### src/rtl/binary2bcd_seq_dabble.sv
// Iterative double-dabble binary-to-BCD converter, one input bit per clock.
// Optional two's-complement input: define BIN2BCD_SIGNED_EN.
module binary2bcd_seq_dabble #(
    parameter int BIN_W  = 8,
    parameter int DIGITS = 3
) (
    input  logic                  clk,
    input  logic                  rst_n,
    input  logic                  in_valid,
    output logic                  in_ready,
    input  logic [BIN_W-1:0]      binary_in,
    output logic                  out_valid,
    input  logic                  out_ready,
    output logic [4*DIGITS-1:0]   packed_bcd,
    output logic [8*DIGITS-1:0]   unpacked_bcd,
    output logic                  overflow,
    output logic                  sign_out,
    output logic                  busy
);

    localparam int CW = $clog2(BIN_W + 1);

    localparam logic [1:0] S_IDLE  = 2'd0;
    localparam logic [1:0] S_SHIFT = 2'd1;
    localparam logic [1:0] S_DONE  = 2'd2;

    logic [1:0]          state;
    logic [BIN_W-1:0]    bin_q;
    logic [4*DIGITS-1:0] bcd_q;
    logic [4*DIGITS-1:0] bcd_adj;
    logic [4*DIGITS-1:0] bcd_nxt;
    logic [8*DIGITS-1:0] unp_nxt;
    logic                ovf_q;
    logic                ovf_nxt;
    logic [CW-1:0]       cnt;
    logic [BIN_W-1:0]    load_val;
    logic                last;

    assign in_ready  = (state == S_IDLE);
    assign busy      = (state == S_SHIFT);
    assign out_valid = (state == S_DONE);
    assign last      = (cnt == CW'(1));

`ifdef BIN2BCD_SIGNED_EN
    // Magnitude of the two's-complement input; the most negative value wraps to 2^(BIN_W-1)
    always_comb begin
        load_val = binary_in;
        if (binary_in[BIN_W-1])
            load_val = (~binary_in) + BIN_W'(1);
    end
`else
    assign load_val = binary_in;
`endif

    // Add-3 correction on every digit >= 5, then shift one binary bit in
    always_comb begin
        bcd_adj = bcd_q;
        for (int d = 0; d < DIGITS; d++) begin
            if (bcd_q[4*d +: 4] >= 4'd5)
                bcd_adj[4*d +: 4] = bcd_q[4*d +: 4] + 4'd3;
        end
        bcd_nxt = {bcd_adj[4*DIGITS-2:0], bin_q[BIN_W-1]};
        ovf_nxt = ovf_q | bcd_adj[4*DIGITS-1];
    end

    // Byte-per-digit view of the final shift result
    always_comb begin
        unp_nxt = '0;
        for (int d = 0; d < DIGITS; d++)
            unp_nxt[8*d +: 4] = bcd_nxt[4*d +: 4];
    end

    // Control FSM and working shift registers
    always_ff @(posedge clk) begin
        if (!rst_n) begin
            state <= S_IDLE;
            bin_q <= '0;
            bcd_q <= '0;
            ovf_q <= 1'b0;
            cnt   <= '0;
        end else begin
            unique case (state)
                S_IDLE: begin
                    if (in_valid) begin
                        bin_q <= load_val;
                        bcd_q <= '0;
                        ovf_q <= 1'b0;
                        cnt   <= CW'(BIN_W);
                        state <= S_SHIFT;
                    end
                end
                S_SHIFT: begin
                    bin_q <= {bin_q[BIN_W-2:0], 1'b0};
                    bcd_q <= bcd_nxt;
                    ovf_q <= ovf_nxt;
                    cnt   <= cnt - CW'(1);
                    if (last)
                        state <= S_DONE;
                end
                S_DONE: begin
                    if (out_ready)
                        state <= S_IDLE;
                end
                default: state <= S_IDLE;
            endcase
        end
    end

    // Result registers only move when the last shift completes
    always_ff @(posedge clk) begin
        if (!rst_n) begin
            packed_bcd   <= '0;
            unpacked_bcd <= '0;
            overflow     <= 1'b0;
        end else if (state == S_SHIFT && last) begin
            packed_bcd   <= bcd_nxt;
            unpacked_bcd <= unp_nxt;
            overflow     <= ovf_nxt;
        end
    end

`ifdef BIN2BCD_SIGNED_EN
    logic sign_q;

    // Sign captured with the input, published alongside the result
    always_ff @(posedge clk) begin
        if (!rst_n) begin
            sign_q   <= 1'b0;
            sign_out <= 1'b0;
        end else begin
            if (state == S_IDLE && in_valid)
                sign_q <= binary_in[BIN_W-1];
            if (state == S_SHIFT && last)
                sign_out <= sign_q;
        end
    end
`else
    assign sign_out = 1'b0;
`endif

endmodule

### config.mk
export PLATFORM = sky130hd
export DESIGN_NAME = binary2bcd_seq_dabble
export DESIGN_NICKNAME = d
export VERILOG_FILES = /design/src/rtl/binary2bcd_seq_dabble.sv
export SDC_FILE = /design/constraint.sdc
export NUM_CORES = 1
export LEC_CHECK = 0
export ABC_CLOCK_PERIOD_IN_PS = 2100
export CAP_MARGIN = 15
export CORE_MARGIN = 5
export CORE_UTILIZATION = 36
export DETAILED_ROUTE_END_ITERATION = 8
export SETUP_SLACK_MARGIN = 0.5
export SLEW_MARGIN = 20
export SYNTH_ARGS = -nofsm -noshare
export SYNTH_HDL_FRONTEND = slang
export SYNTH_SLANG_ARGS = --single-unit
### constraint.sdc
create_clock -name clk -period 2.1 [get_ports clk]
set_input_delay 0.525 -clock clk [delete_from_list [all_inputs] [get_ports clk]]
set_output_delay 0.525 -clock clk [all_outputs]
set_load 0.005 [all_outputs]
=== Word-level counts from Yosys, hierarchy flattened ===
Cells that the tools add are included.

* Bits in registers: 40
* Latch bits: 0
* Bits in writable memories: 0
* Memory bits (read-only): 0
* Bits of input ports: 12
* Output and inout bits: 41
* Logic and storage cells: 41
* Memories: 0

* Add/sub/neg operators: 4
* $mul: 0
* Div/mod/pow operators: 0
* Order comparisons: 3
* Eq/ne operators: 6
* Shift operators: 0
* Multiplexer cells: 15
* Bitwise operators: 1
* Reduce and logical (&&, ||, !) cells: 5

{| class="wikitable"
|+ Operators by type and width
! cell !! count
|-
| $pmux W12 S2 || 1
|-
| $mux W4 || 4
|-
| $pmux W8 S2 || 1
|-
| $add A4 B2 Y4 const B || 3
|-
| $ge A4 B3 Y1 const B || 3
|-
| $mux W12 || 1
|-
| $mux W8 || 1
|-
| $pmux W4 S2 || 1
|-
| $mux W2 || 3
|-
| $pmux W2 S3 || 1
|-
| $eq A4 B1 Y1 const B || 1
|-
| $ne A2 B1 Y1 const B || 2
|-
| $sub A4 B1 Y4 const B || 1
|-
| $reduce_and A3 Y1 || 1
|-
| $eq A2 B1 Y1 const B || 1
|-
| $eq A2 B2 Y1 const B || 1
|-
| $logic_not A2 Y1 || 1
|-
| $ne A2 B2 Y1 const B || 1
|-
| $pmux W1 S2 || 1
|-
| $reduce_and A2 Y1 || 1
|-
| $reduce_bool A2 Y1 || 1
|-
| $logic_and A1 B1 Y1 || 1
|-
| $mux W1 || 1
|-
| $or A1 B1 Y1 || 1
|}

=== Depth between registers and ports, before layout ===
* Word-level depth: 4
* Gate-level depth with buffers: 6
* Mapped depth without buffers: 6

=== Worst setup path before layout ===
No wires, ideal clock.

* Path kind: flip-flop to flip-flop
* Start: register bcd_q[0]
* End: register bcd_q[2]
* Setup time: 0.074 ns
* Arrival: 1.386 ns
* Data required time: 2.026 ns
* Slack: 0.640 ns
* Stages on the path, launching flop included: 7
* Clock period less this slack: 1.460 ns
* Cell sequence: dfxtp_1 > inv_1 > ha_1 > nand2b_1 > a21oi_1 > mux2_2 > o21ai_0

* Longest elaborated chain between the ends: 3

{| class="wikitable"
|+ Ends and longest elaborated chain
! element !! RTL line !! source
|-
| from (decl) || 29 || <nowiki>logic [4*DIGITS-1:0] bcd_q;</nowiki>
|-
| from (signal assigned) || 94 || <nowiki>bcd_q <= bcd_nxt;</nowiki>
|-
| $add A4 B2 Y4 or $ge A4 B3 Y1 (tied branches) || 60, 59 ||
|-
| $mux W4 (*) || 59 || <nowiki>if (bcd_q[4*d +: 4] >= 4'd5)</nowiki>
|-
| $pmux W12 S2 (*) || 82 || <nowiki>unique case (state)</nowiki>
|}

Mark *: on every way between the ends. The rest lies on a longest branch, timed or not.
A chain may end at the register's enable or synchronous reset.

==> flow_summary.yaml <==
timing:
  fin_crit_ps: 1530
  fin_crit_sh: 0.727
  rsz0062_at_grt: "false"
  slew_violations: 0
  fin_hold_ws_ps: 469
  fin_setup_tns_ps: 0
  hold_viol: 0
  finalClockSkew_ps: 5.68
  setup-violations-final: 0
  fmax_ghz: 0.655
power:
  p_leak_nw: 1.12
  intPower_mw: 1.16
  comb_power_share: 0.142
  power_density_nw_per_um2: 597
  vdd_ir_drop_max_mv: 0.319
  clkPwrFrac: 0.334
  p_switching_uw: 402
  seq_power_share: 0.524
  netSwitchingFraction: 0.258
synthesis:
  synth_area_um2: 2130
  ys.flop_type: "dfxtp_1"
  ys_async_sr_fraction: 0
  synth-seq-cells: 40
  yosysSeqAreaShare: 0.377
  synth_commonest_cells: "dfxtp_1 (40), buf_4 (28), nand2_1 (27), o21ai_0 (25), a21oi_1 (19)"
  synth-edff-count: 0
  synth_warnings: 0
  synthCells: 249
  syn_avg_cell_area_um2: 8.54
  netlist.area_leader.share: 0.377
  netlist_top_cells_area: "dfxtp_1 (38%), buf_4 (9.9%), o21ai_0 (5.9%), nand2_1 (4.8%), ha_1 (4.7%)"
  synth_area_leader_cell: "dfxtp_1"
  synth_most_common_cell: "dfxtp_1"
  yosysUniqueCellTypes: 36
worst_setup_path:
  crit_required_ps: 1570
  slowest_delay_ps: 320
  crit_fanout: 2
  cp_cell_sequence: "buf_4, dlygate4sd2_1"
  critPathSlowestCell: "dfxtp_2"
  critPathLaunchType: "flop"
  r2r_slack_ps: 600
  arrival_ps: 1000
  endpoint_kind: "output port"
  critPathKind: "flop to output port"
floorplanning:
  placementRows: 28
  fp.dieArea_um2: 7540
  die_w_um: 86.8
  dieHeight_um: 86.8
  initial_utilization: 0.366
  core_area_um2: 5820
  ioPinCount: 53
cts:
  cts_root_buffer: "clkbuf_8"
  cts.reportedPaths.clkPinSlew_ps: 80
  cts_hold_buf: 0
  cts.path.max_buffers: 2
  cts-buffers-inserted: 5
  clk_latency_ps: 290
  cts_tree: "done"
  clock_sinks: 40
  cts.htree.levels: 2
placement:
  portBuffers: 39
  dp_hpwl_um: 3310
  gp_congestion: 0.759
routing:
  ant_nets: 0
  drt-initial-drc-count: 88
  firstDrtPassIters: 4
  routed_wl_um: 4540
  routed-via-count: 1753
  drc: 0
  viasPerCell: 4.86
  drt-wirelength-per-cell_um: 12.6
run_status:
  status: "finished, final reports clean"
layout:
  nNetsFinal: 305
  drive_gt1_frac: 0.224
  fill_cells: 598
  area_growth_pct: 23.1
  antenna_cells: 0
grt:
  grt_util_all_layers: 0.124
  overflow: 0
  grt_max_degree: 22
  grt_pass1_wl_um: 7470
  antenna_found_initial: 0
  grt_pass1_vias: 1639
worst_hold_path:
  hold_class: "flop to flop"
run:
  cap_violations: 0
## layout by cell type (no fill, tap or decap), types with 3 or more instances in the layout
master / instances
dfxtp_1: 24
o22ai_2: 5
buf_4: 16
xnor2_1: 3
nand2b_1: 3
nand2_1: 26
dfxtp_2: 15
mux2_2: 4
dlygate4sd2_1: 25
a21boi_0: 3
a22oi_1: 3
o22ai_1: 6
a21oi_1: 16
clkdlybuf4s50_1: 11
inv_1: 12
o221ai_1: 6
conb_1: 13
nor2b_1: 4
clkbuf_8: 6
o21ai_0: 24
o211a_1: 4
nand3_1: 4
nor3_1: 5
nor2_1: 11
nor3b_1: 6
a21oi_2: 3
ha_1: 5
## repair_timing
item | in CTS | in global routing
setup endpoints to repair | 32 | 12
endpoints found under the hold margin | 0 | 0
gates resized for setup | 50 | 12
buffers inserted | 3 | 4
pin swaps | 0 | 3
## metal layers
layer	wire, um	track usage
met4	79	0.0482
met1	2160	0.161
met5	0	0
met2	2070	0.197
met3	234	0.0285
## registers in the layout, summed over array words and instances (netlist names)
signal / cells
state: 2
ovf_q: 1
overflow: 1
unpacked_bcd: 12
bin_q: 8
bcd_q: 12
cnt: 4
## kinds of logic (layout without fill, tap and decap cells)
kind of cell               after synthesis  after routing  share of synthesized area
and+or+nand+nor                         65             65                      0.153
AOI/OAI and AO/OA                       76             76                      0.236
DFF                                     40             40                      0.377
other                                    1             13                    0.00176
xor gates and xnor gates                 3              3                     0.0124
adders and majority gates                8              8                     0.0471
buffers and inverters                   51             76                      0.147
muxes                                    5              5                     0.0259
## power groups by stage
stage	Combinational [mW]	Sequential, mW	Clock, mW
2_1_floorplan	0.167	0.828	0
3_3_place_gp	0.221	0.836	0
3_5_place_dp	0.223	0.836	0
4_1_cts	0.218	0.818	0.535
5_1_grt	0.251	0.823	0.572
6_report	0.221	0.818	0.522
## per-stage QoR
stage | std cells | power, mW | util | instance area, um^2 | worst slack, ps
global route | 361 | 1.65 | 0.450 | 2620 | 507
detailed placement | 346 | 1.06 | 0.423 | 2460 | 244
CTS | 357 | 1.57 | 0.442 | 2570 | 423
finish | 361 | 1.56 | 0.450 | 2620 | 574
global placement | 346 | 1.06 | 0.423 | 2460 | 317
floorplan | 261 | 0.995 | - | 2170 | 640
## cell type report
type	instances	area, um^2	area share
Clock buffer	6	82.6	0.0316
Clock inverter	2	10.0	0.00383
Inverter	13	53.8	0.0206
Multi-Input combinational cell	170	1090	0.416
Sequential cell	40	823	0.315
Tap cell	75	93.8	0.0359
Timing Repair Buffer	55	464	0.177
## path summary, 6_finish.rpt
| path | startpoint | endpoint | cells after the start |
|---|---|---|---|
| max | unpacked_bcd[3]$_SDFFE_PN0P_ | packed_bcd[3] | 2 |
| min | ovf_q$_SDFFE_PN0P_ | overflow$_SDFFE_PN0P_ | 2 |
| max reg2reg | bcd_q[8]$_SDFFE_PN0P_ | bcd_q[10]$_SDFFE_PN0P_ | 6 |
| min reg2reg | ovf_q$_SDFFE_PN0P_ | overflow$_SDFFE_PN0P_ | 2 |
## critical path: cells and delay by family, from the launching register on
kind                   cells  cell delay (ps)
buffers and inverters      2              390
flip-flops                 1              320
Power figures use the tool's default switching activity.
